===== src/rtl/pc_stack_ctrl_if.sv =====
// PC stage / return-address stack bus shared by the next-PC logic and the control unit.
interface pc_stack_ctrl_if #(
  parameter int unsigned ADDR_W = 12,
  parameter int unsigned DEPTH  = 8
);
  localparam int unsigned CNT_W = $clog2(DEPTH) + 1;

  logic              en_i;
  logic [ADDR_W-1:0] next_pc_i;
  logic              push_i;
  logic              pop_i;
  logic              clr_err_i;
  logic [ADDR_W-1:0] pc_o;
  logic [ADDR_W-1:0] stk_o;
  logic [CNT_W-1:0]  depth_o;
  logic              empty_o;
  logic              full_o;
  logic              ovf_o;
  logic              unf_o;

  // Requester side: drives next PC and stack ops, observes PC and stack state.
  modport master (
    output en_i, next_pc_i, push_i, pop_i, clr_err_i,
    input  pc_o, stk_o, depth_o, empty_o, full_o, ovf_o, unf_o
  );

  // PC stage side.
  modport slave (
    input  en_i, next_pc_i, push_i, pop_i, clr_err_i,
    output pc_o, stk_o, depth_o, empty_o, full_o, ovf_o, unf_o
  );
endinterface


===== src/rtl/pc_stack_ctrl.sv =====
// PC register plus hardware return-address stack with sticky over/underflow flags.
module pc_stack_ctrl #(
  parameter int unsigned     ADDR_W   = 12,
  parameter int unsigned     DEPTH    = 8,
  parameter logic [ADDR_W-1:0] RESET_PC = '0
) (
  input  logic              clk_i,
  input  logic              rst_i,
  pc_stack_ctrl_if.slave    bus
);
  localparam int unsigned CNT_W = $clog2(DEPTH) + 1;
  localparam int unsigned PTR_W = $clog2(DEPTH);

  logic [ADDR_W-1:0] pc_q, pc_d;
  logic [CNT_W-1:0]  depth_q, depth_d;
  logic              ovf_q, ovf_d;
  logic              unf_q, unf_d;
  logic [ADDR_W-1:0] mem_q [DEPTH];

  logic              wr_en;
  logic [PTR_W-1:0]  wr_idx;
  logic [PTR_W-1:0]  top_idx;
  logic [ADDR_W-1:0] ret_addr;
  logic              empty, full;

  assign empty    = (depth_q == CNT_W'(0));
  assign full     = (depth_q == CNT_W'(DEPTH));
  assign top_idx  = PTR_W'(depth_q - CNT_W'(1));
  assign ret_addr = pc_q + ADDR_W'(1);

  assign bus.pc_o    = pc_q;
  assign bus.depth_o = depth_q;
  assign bus.empty_o = empty;
  assign bus.full_o  = full;
  assign bus.ovf_o   = ovf_q;
  assign bus.unf_o   = unf_q;
  assign bus.stk_o   = empty ? ADDR_W'(0) : mem_q[top_idx];

  // Next-state for PC, depth counter, flags and the stack write port.
  always_comb begin
    pc_d    = pc_q;
    depth_d = depth_q;
    ovf_d   = bus.clr_err_i ? 1'b0 : ovf_q;
    unf_d   = bus.clr_err_i ? 1'b0 : unf_q;
    wr_en   = 1'b0;
    wr_idx  = depth_q[PTR_W-1:0];
    if (bus.en_i) begin
      pc_d = bus.next_pc_i;
      unique case ({bus.push_i, bus.pop_i})
        2'b10: begin
          if (full) begin
            ovf_d = 1'b1;
          end else begin
            wr_en   = 1'b1;
            depth_d = depth_q + CNT_W'(1);
          end
        end
        2'b01: begin
          if (empty) unf_d = 1'b1;
          else       depth_d = depth_q - CNT_W'(1);
        end
        2'b11: begin
          // Empty return-and-call degrades to a plain push but still flags the bad pop.
          wr_en = 1'b1;
          if (empty) begin
            wr_idx  = PTR_W'(0);
            depth_d = CNT_W'(1);
            unf_d   = 1'b1;
          end else begin
            wr_idx = top_idx;
          end
        end
        default: ;
      endcase
    end
  end

  // Control state registers.
  always_ff @(posedge clk_i or posedge rst_i) begin
    if (rst_i) begin
      pc_q    <= RESET_PC;
      depth_q <= '0;
      ovf_q   <= 1'b0;
      unf_q   <= 1'b0;
    end else begin
      pc_q    <= pc_d;
      depth_q <= depth_d;
      ovf_q   <= ovf_d;
      unf_q   <= unf_d;
    end
  end

  // Stack storage; contents survive reset, visibility is gated by depth.
  always_ff @(posedge clk_i) begin
    if (wr_en) mem_q[wr_idx] <= ret_addr;
  end
endmodule

===== src/flat_wrapper.sv =====
// flat-port wrapper written by rule: the top's interface ports become plain ports
module pc_stack_ctrl_flat 
#(
  parameter int unsigned     ADDR_W   = 12,
  parameter int unsigned     DEPTH    = 8,
  parameter logic [ADDR_W-1:0] RESET_PC = '0
)
  (clk_i, rst_i, bus_en_i, bus_next_pc_i, bus_push_i, bus_pop_i, bus_clr_err_i, bus_pc_o, bus_stk_o, bus_depth_o, bus_empty_o, bus_full_o, bus_ovf_o, bus_unf_o);
  pc_stack_ctrl_if #(.ADDR_W(ADDR_W), .DEPTH(DEPTH)) bus_i ();
  input  logic clk_i;
  input  logic rst_i;
  input wire logic [$bits(bus_i.en_i)-1:0] bus_en_i;
  input wire logic [$bits(bus_i.next_pc_i)-1:0] bus_next_pc_i;
  input wire logic [$bits(bus_i.push_i)-1:0] bus_push_i;
  input wire logic [$bits(bus_i.pop_i)-1:0] bus_pop_i;
  input wire logic [$bits(bus_i.clr_err_i)-1:0] bus_clr_err_i;
  output wire logic [$bits(bus_i.pc_o)-1:0] bus_pc_o;
  output wire logic [$bits(bus_i.stk_o)-1:0] bus_stk_o;
  output wire logic [$bits(bus_i.depth_o)-1:0] bus_depth_o;
  output wire logic [$bits(bus_i.empty_o)-1:0] bus_empty_o;
  output wire logic [$bits(bus_i.full_o)-1:0] bus_full_o;
  output wire logic [$bits(bus_i.ovf_o)-1:0] bus_ovf_o;
  output wire logic [$bits(bus_i.unf_o)-1:0] bus_unf_o;
  assign bus_i.en_i = bus_en_i;
  assign bus_i.next_pc_i = bus_next_pc_i;
  assign bus_i.push_i = bus_push_i;
  assign bus_i.pop_i = bus_pop_i;
  assign bus_i.clr_err_i = bus_clr_err_i;
  assign bus_pc_o = bus_i.pc_o;
  assign bus_stk_o = bus_i.stk_o;
  assign bus_depth_o = bus_i.depth_o;
  assign bus_empty_o = bus_i.empty_o;
  assign bus_full_o = bus_i.full_o;
  assign bus_ovf_o = bus_i.ovf_o;
  assign bus_unf_o = bus_i.unf_o;
  pc_stack_ctrl #(.ADDR_W(ADDR_W), .DEPTH(DEPTH), .RESET_PC(RESET_PC)) u_core (.clk_i(clk_i), .rst_i(rst_i), .bus(bus_i));
endmodule

===== config.mk =====
export PLATFORM = sky130hd
export DESIGN_NAME = pc_stack_ctrl_flat
export DESIGN_NICKNAME = d
export VERILOG_FILES = /design/src/rtl/pc_stack_ctrl_if.sv /design/src/rtl/pc_stack_ctrl.sv /design/src/flat_wrapper.sv
export SDC_FILE = /design/constraint.sdc
export NUM_CORES = 1
export LEC_CHECK = 0
export ABC_AREA = 1
export ABC_CLOCK_PERIOD_IN_PS = 4900
export CORE_UTILIZATION = 45
export DETAILED_ROUTE_END_ITERATION = 12
export PLACE_DENSITY = 0.65
export SYNTH_ARGS = -nofsm -noshare
export SYNTH_HDL_FRONTEND = slang
export SYNTH_SLANG_ARGS = --single-unit

===== constraint.sdc =====
create_clock -name clk_i -period 4.9 [get_ports clk_i]
set_input_delay 0.98 -clock clk_i [delete_from_list [all_inputs] [get_ports clk_i]]
set_output_delay 0.98 -clock clk_i [all_outputs]
set_load 0.05 [all_outputs]

## Word level (Yosys, flattened, before mapping)

Memories as Yosys holds them, arrays and structs flattened.
Cells that the tools add are included.

| storage, ports and cells | value |
|---|---|
| register bits | 18 |
| memories | 1 |
| output and inout port bits | 32 |
| logic and storage cells | 40 |
| bits in writable memories | 96 |

| operators by class | value |
|---|---|
| multiplexer cells | 21 |
| eq/ne operators | 7 |
| $add $sub $neg | 3 |
| reductions and logical operators | 4 |

Memory list:

| name | words | width | read ports | clocked after memory_dff | wr ports | line | text |
|---|---|---|---|---|---|---|---|
| u_core.mem_q | 8 | 12 | 1 | 0 | 1 | pc_stack_ctrl.sv:18 | `logic [ADDR_W-1:0] mem_q [DEPTH];` |

Operators with widths:

| operator | number |
|---|---|
| $add A12 B1 Y12 const B | 1 |
| $mux W1 | 12 |
| $mux W12 | 1 |
| $mux W4 | 3 |
| $pmux W4 S3 | 1 |
| $mux W3 | 3 |
| $reduce_and A5 Y1 | 1 |
| $add A4 B1 Y4 const B | 1 |
| $eq A2 B2 Y1 const B | 2 |
| $eq A4 B4 Y1 const B | 1 |
| $logic_not A4 Y1 | 1 |
| $ne A2 B2 Y1 const B | 2 |
| $sub A4 B1 Y4 const B | 1 |
| $reduce_bool A3 Y1 | 1 |
| $eq A2 B1 Y1 const B | 1 |
| $ne A2 B1 Y1 const B | 1 |
| $pmux W1 S2 | 1 |
| $reduce_or A2 Y1 | 1 |

## Logic depth before layout (Yosys ltp)

Gate-level depths: netlist (run 1).

| depth | value |
|---|---|
| depth after elaboration | 6 |
| mapped depth | 11 |

## Least setup slack after synthesis (run 1)

No wires, ideal clock.

| timing | value |
|---|---|
| kind | reg-to-output |
| start point | reg u_core.depth_q[0] (netlist: u_core.bus.depth_o[0]) |
| end point | out bus_stk_o[10] |
| data required time | 3,920 ps |
| stages on the path, launching flop included | 12 |
| arrival time | 2,668 ps |
| setup slack | 1,252 ps |
| buffers on the path | 4 |
| path through | dfrtp_1 > buf_4 > inv_2 > buf_2 > ha_1 > buf_4 > inv_1 > clkbuf_2 > o21ai_0 > o22ai_1 > nor2_1 > nor2_1 |

| between the ends | value |
|---|---|
| word-level cells in the longest chain between the ends | 3 |

RTL lines:

| item | line | text |
|---|---|---|
| from (decl) | pc_stack_ctrl.sv:15 | `logic [CNT_W-1:0] depth_q, depth_d;` |
| from (signal assigned) | pc_stack_ctrl.sv:87 | `depth_q <= depth_d;` |
| $sub A4 B1 Y4 | pc_stack_ctrl.sv:28 | `assign top_idx = PTR_W'(depth_q - CNT_W'(1));` |
| $mem_v2 Z8 W12 | - |  |
| $mux W12 * | pc_stack_ctrl.sv:37 | `assign bus.stk_o = empty ? ADDR_W'(0) : mem_q[top_idx];` |
| to (decl) | flat_wrapper.sv:18 | `output wire logic [$bits(bus_i.stk_o)-1:0] bus_stk_o;` |

Every way passes the cells marked *; elsewhere a longest branch is shown, timed or not.

## Worst setup path in the final report (run 1)

| timing | value |
|---|---|
| start point | reg u_core.depth_q[0] (netlist: u_core.bus.depth_o[0]) |
| end point | out bus_stk_o[0] |

The elaborated chain is that of the path after synthesis.

==> qor.yml, run 1 <==
sta:
  finalCritPeriodShare_pct: 79.0
  max_freq_mhz: 258
  min_period_ns: 3.87
  max_slew_margin_pct: 29.0
  slew_violations: 0
  rsz0062_at_grt: "no"
  worstMarginPinSlew_ns: 1.06
  finalSetupTns_ns: 0
  hold_viol: 0
  setup_viol: 0
  fin_worst_skew_ns: 0.0110
  setup_slack_ns: 1.03
cells_and_area:
  drive_gt1_share_pct: 12.2
  final_cell_mix: "nor2_1 (102), edfxtp_1 (96), nand2_1 (64), o21ai_0 (59), clkdlybuf4s50_1 (37)"
  antennaDiodeCount: 0
  fillCellCount: 902
  multiInputGateArea_sq_um: 1440
  nets: 544
  register_area_sq_um: 3330
  area_delta_synth_final_pct: 25.2
  layout_commonest_cell: "nor2_1"
  fin_util_pct: 57.6
global_route:
  grt_pass1_vias: 3522
  grt_pass1_wl_um: 17800
  antenna_found_initial: 0
  grt_start_max_net_pins: 54
  overflow: 0
  grt.total_usage_pct: 21.1
worst_hold_path:
  min_from: "u_core.bus.unf_o"
  worstHoldPathType: "reg -> reg"
detailed_routing:
  drtAntennaViolNets: 0
  vias: 3543
  wl_per_cell_um: 16.4
  routed_wirelength_um: 11100
  viasPerCell: 5.26
  drtIter0Drc: 263
  firstDrtPassIters: 4
  drc_errors: 0
power:
  seq_power_share_pct: 25.9
  cellPowerDensity_nw_per_um2: 758
  p_leak_nw: 2.39
  clkPwrFrac_pct: 24.5
  p_sw_mw: 2.01
  comb_power_share_pct: 49.6
  swShare_pct: 42.4
  intPower_mw: 2.73
  peakVddDrop_uv: 703
critical_path:
  crit_arrival_ns: 2.89
  path_buf_inv: 4
  cp.required_ns: 3.92
  cp_cell_sequence: "inv_2, buf_4, ha_1, inv_1, nand2_2, nand2_2, o211ai_1, nand2_1, nor2_1, buf_12"
  startpoint_type: "flop"
  worst-path-max-fanout: 53
  path_class: "reg -> out"
  crit_path_end_kind: "primary output"
  crit_family: "buffers and inverters"
  cpMostUsedCell: "nand2_2"
  r2r-start: "u_core.bus.depth_o[0]"
  reg2reg_slack_ns: 2.11
  crit_start: "u_core.bus.depth_o[0]"
  worst_path_largest_cell_delay_ns: 0.45
  cpMaxStageDelayCell: "buf_4"
clock_network:
  cts-root-buf: "clkbuf_8"
  cts.path.max_buffers: 2
  cts_inserted_buffers: 17
  cts_tree: "built"
  post-cts-setup-buffer-count: 0
  clk_pin_slew_ns: 0.06
  ctsResizeCount: 0
  cts_num_sinks: 114
  clk-insertion-delay-late_ns: 0.51
  hold_buffers: 0
  htreeDepth: 4
floorplanning:
  initial_core_util_pct: 46.1
  coreArea_sq_um: 10800
  die_x_um: 107
  fp.dieH_um: 107
  die_area_sq_um: 11500
  rows: 38
  ioPinCount: 50
run:
  max_cap_viol_count: 0
synthesis:
  syn_area_sq_um: 4990
  syn_inst: 465
  yosys.cell_types.count: 29
  synth_seq_area_share_pct: 66.8
  ys_warn_count: 0
  avgSynthCellArea_sq_um: 10.7
  ys_ff_latch: 114
  syn-num-nets: 487
place:
  dpl.hpwl_um: 6860
  dpl_worst_slack_ns: 1.41
  gp_congestion: 0.898
  portBuffers: 49
run_status:
  status: "complete, no violations"
[final cells by class]
class | count | share of cell area (%)
clock buffer | 17 | 6.63
inverter | 29 | 1.74
multi-input combinational | 300 | 23.0
tap | 140 | 2.80
clock inverter | 14 | 2.34
timing repair buffer | 60 | 10.1
sequential | 114 | 53.3
[synthesized netlist by cell type, drive strengths merged]
cell    number  area share (%)
a21oi        2            0.20
buf         14             1.7
clkbuf       8            0.63
dfrtp       18             9.0
edfxtp      96              58
ha           4             1.0
inv         29             2.2
nand2       69             5.4
nand3       19             2.3
nand4        1            0.13
nor2       103             7.8
nor3         5            0.50
o211ai      12             1.8
o21ai       62             6.3
o22ai       12             1.5
o31ai        2            0.30
or2          1            0.13
xnor2        1            0.18
xor2         7             1.2
[metal layers]
metal	routed length, um	global-route usage [%]
met1	4960	27.4
met3	645	4.90
met4	151	8.12
met2	5320	34.4
met5	0	0
[sequential cells by signal, summed over array words and instances (netlist names)]
register and count:
u_core.mem_q 96, u_core.bus.pc_o 12, u_core.bus.depth_o 4, u_core.bus.ovf_o 1, u_core.bus.unf_o 1
[power groups by stage]
| stage | Sequential [mW] | Clock [mW] | Combinational, mW |
|---|---|---|---|
| 6_report | 1.23 | 1.16 | 2.35 |
| 5_1_grt | 1.24 | 1.22 | 2.53 |
| 4_1_cts | 1.23 | 1.17 | 2.37 |
| 3_5_place_dp | 1.25 | 0 | 2.36 |
| 3_3_place_gp | 1.24 | 0 | 2.32 |
| 2_1_floorplan | 1.33 | 0 | 1.46 |
[logic make-up after synthesis]
family                     synth area share [%]
xor gates and xnor gates                   1.40
adders and majority gates                  1.00
AOI/OAI and AO/OA                          10.1
and+or+nand+nor                            16.2
DFF                                        66.8
buffers and inverters                      4.49
[worst paths after layout]
path                                    endpoint  depth (start not counted)
max                                 bus_stk_o[0]                         10
min                             u_core.bus.unf_o                          2
max reg2reg                   u_core.mem_q[2][3]                          7
min reg2reg                     u_core.bus.unf_o                          2
max in group asynchronous    u_core.bus.pc_o[10]                          2
min in group asynchronous  u_core.bus.depth_o[2]                          2
[through the flow]
| step | hold slack (ns) | area [sq um] | instances | power, mW |
|---|---|---|---|---|
| global route | 0.518 | 6250 | 674 | 4.99 |
| CTS | 0.494 | 6250 | 674 | 4.76 |
| floorplan | 0.767 | 4990 | 465 | 2.79 |
| global placement | 0.478 | 5690 | 643 | 3.57 |
| detailed placement | 0.472 | 5690 | 643 | 3.60 |
| finish | 0.489 | 6250 | 674 | 4.74 |
[worst reg2reg max path: stages, from the launching register on]
cell and delay, ns:
dfrtp_1 0.38, inv_2 0.07, buf_4 0.45, ha_1 0.28, nand2_1 0.14, nand3_2 0.13
o21ai_2 0.09, nor3_2 0.85
No activity file was read; power rests on OpenSTA's default activity.
==> run 2: changes to the inputs <==
Settings changed: ABC_CLOCK_PERIOD_IN_PS 4900 to 4000.
Clock period 4.9 ns to 4 ns, I/O delays scaled along.
==> run 2 against run 1 <==
Compared with the run above: core utilization rose by 0.99 points; largest cell class unchanged; sequential cell count did not move; count of clock-buffer cells in the layout rose by 5; register-to-register slack got worse by 0.55 ns; final area rose by 1.7%; sequential power rose by 23%; clock skew barely moved; via count rose by 0.90%; setup slack got worse by 0.66 ns; largest power group unchanged; routed wire length rose by 0.99%; critical path depth did not move.
==> qor.yml, run 2 (synthesis gave the netlist of run 1 again) <==
clock_network:
  cts.path.max_buffers: 2  # unchanged
  hold_buffers: 0  # unchanged
  clk_pin_slew_ns: 0.06  # about the same
  cts_num_sinks: 114  # unchanged
  ctsResizeCount: 0  # unchanged
  cts_inserted_buffers: 17  # unchanged
  cts_tree: "built"
  clk-insertion-delay-late_ns: 0.51  # about the same
  htreeDepth: 4  # unchanged
  post-cts-setup-buffer-count: 0  # unchanged
  cts-root-buf: "clkbuf_8"
sta:
  min_period_ns: 3.63
  setup_viol: 0  # unchanged
  hold_viol: 0  # unchanged
  setup_slack_ns: 0.367  # -0.661 ns
  max_freq_mhz: 275
  rsz0062_at_grt: "no"
  fin_worst_skew_ns: 0.0108  # -0.000217 ns
  finalSetupTns_ns: 0  # unchanged
  finalCritPeriodShare_pct: 90.8
  max_slew_margin_pct: 45.1  # +16 points
  slew_violations: 0  # unchanged
  worstMarginPinSlew_ns: 0.818  # -0.242 ns
detailed_routing:
  firstDrtPassIters: 5  # +1
  routed_wirelength_um: 11200  # +0.99%
  drtAntennaViolNets: 0  # unchanged
  drtIter0Drc: 306  # +16%
  viasPerCell: 5.27  # +0.16%
  drc_errors: 0  # unchanged
  vias: 3575  # +0.90%
  wl_per_cell_um: 16.5  # +0.25%
floorplanning:
  rows: 38  # unchanged
  ioPinCount: 50  # unchanged
  coreArea_sq_um: 10800  # unchanged
  initial_core_util_pct: 46.1  # unchanged
  die_x_um: 107  # unchanged
  die_area_sq_um: 11500  # unchanged
  fp.dieH_um: 107  # unchanged
cells_and_area:
  nets: 548  # +0.74%
  largest_reg_flops: 96  # unchanged
  final_cell_area_sq_um: 6360  # +1.7%
  fillCellCount: 902  # unchanged
  area_delta_synth_final_pct: 27.3
  fin_cells: 679  # +0.74%
  layout_commonest_cell: "nor2_1"
  drive_gt1_share_pct: 13.9  # +1.7 points
  antennaDiodeCount: 0  # unchanged
  top_register: "u_core.mem_q"
  final_cell_mix: "nor2_1 (102), edfxtp_1 (96), nand2_1 (64), o21ai_0 (59), clkdlybuf4s50_1 (35)"
power:
  cellPowerDensity_nw_per_um2: 945  # +25%
  p_leak_nw: 2.46  # +2.9%
  peakVddDrop_uv: 809  # +15%
critical_path:
  r2r-end: "u_core.mem_q[5][2]"
  crit_path_end_kind: "primary output"
  reg2reg_slack_ns: 1.56  # -0.55 ns
  path_class: "reg -> out"
  startpoint_type: "flop"
  reg2regPathDepth: 10  # +3
  r2r-start: "u_core.bus.depth_o[0]"
  cp.required_ns: 3.20  # -0.72 ns
  worst-path-max-fanout: 53  # unchanged
  crit_arrival_ns: 2.83  # -0.06 ns
global_route:
  grt_pass1_wl_um: 18100  # +1.8%
  grt.total_usage_pct: 21.6  # +0.48 points
  overflow: 0  # unchanged
  grt_pass1_vias: 3481  # -1.2%
  antenna_found_initial: 0  # unchanged
  grt_start_max_net_pins: 54  # unchanged
place:
  dpl.hpwl_um: 6930  # +0.95%
  portBuffers: 49  # unchanged
  postPlaceCellArea_sq_um: 5710  # +0.44%
  placed_cells: 647  # +0.62%
  gp_congestion: 0.880  # -2.0%
  dpl_worst_slack_ns: 0.870  # -0.539 ns
worst_hold_path:
  hold_depth: 2  # unchanged
  hold_path_end: "u_core.bus.ovf_o"
  min_from: "u_core.bus.ovf_o"
  worstHoldPathType: "reg -> reg"
run_status:
  status: "complete, no violations"
run:
  max_cap_viol_count: 0  # unchanged
==> run 2: cell count changes in the layout (fill, tap and decap cells not counted), sizes merged <==
cell           before  now
clkbuf             17   22
bufinv              3    5
clkinv              8    3
buf                23   29
clkinvlp            3    2
clkdlybuf4s50      37   35
==> run 2: through the flow <==
step / power (mW) / hold slack (ns) / utilization [%]
5_1_grt: 6.33 / 0.533 / 58.6
4_1_cts: 6.04 / 0.501 / 58.6
3_3_place_gp: 4.37 / 0.478 / 52.7
3_5_place_dp: 4.41 / 0.484 / 52.7
2_1_floorplan: 3.41 / 0.739 / -
6_report: 6.00 / 0.495 / 58.6
==> run 2: worst max path at each step <==
stage | start | to | slack [ns] | cells past startpoint
after global placement | u_core.bus.depth_o[0] | bus_stk_o[0] | 0.90 | 10
final | u_core.bus.depth_o[0] | bus_stk_o[0] | 0.37 | 10
after detailed placement | u_core.bus.depth_o[0] | bus_stk_o[0] | 0.87 | 10
after CTS | u_core.bus.depth_o[0] | bus_stk_o[0] | 0.29 | 10
after floorplan | u_core.bus.depth_o[0] | bus_stk_o[10] | 0.53 | 11
after global routing | u_core.bus.depth_o[0] | bus_stk_o[0] | 0.12 | 10
==> run 2: area by class of cell <==
cell class,instances,area [sq um],share of cell area (%)
clock buffers,22,463,7.28
clock inverters,10,180,2.83
inverters,29,109,1.71
multi-input cells,300,1440,22.7
flip-flops and latches,114,3330,52.4
well taps,140,175,2.76
repair buffers,64,656,10.3
==> run 2: worst max-delay path, stage by stage, from the launching register on <==
cell      delay [ns]
dfrtp_1         0.38
inv_2           0.06
buf_4           0.43
ha_1            0.26
inv_1           0.05
nand2_2         0.09
nand2_2         0.32
o211ai_1        0.25
nand2_1         0.08
nor2_1          0.21
buf_12          0.17
==> run 2: layer usage <==
metal / up-vias / share of wire, % / wire length (um) / track usage, %
met5: - / 0 / 0 / 0
met4: 0 / 1.1 / 128 / 7.05
met3: 12 / 5.8 / 650 / 6.42
met2: 123 / 48 / 5360 / 33.4
met1: 1715 / 45 / 5040 / 29.2
li1: 1725 / - / - / -
==> run 2: where the power goes <==
part / internal [mW] / switching, mW / leakage [nW]
logic: 0.977 / 1.90 / 1.06
registers: 1.44 / 0.0608 / 1.10
clock network: 1.12 / 0.506 / 0.311
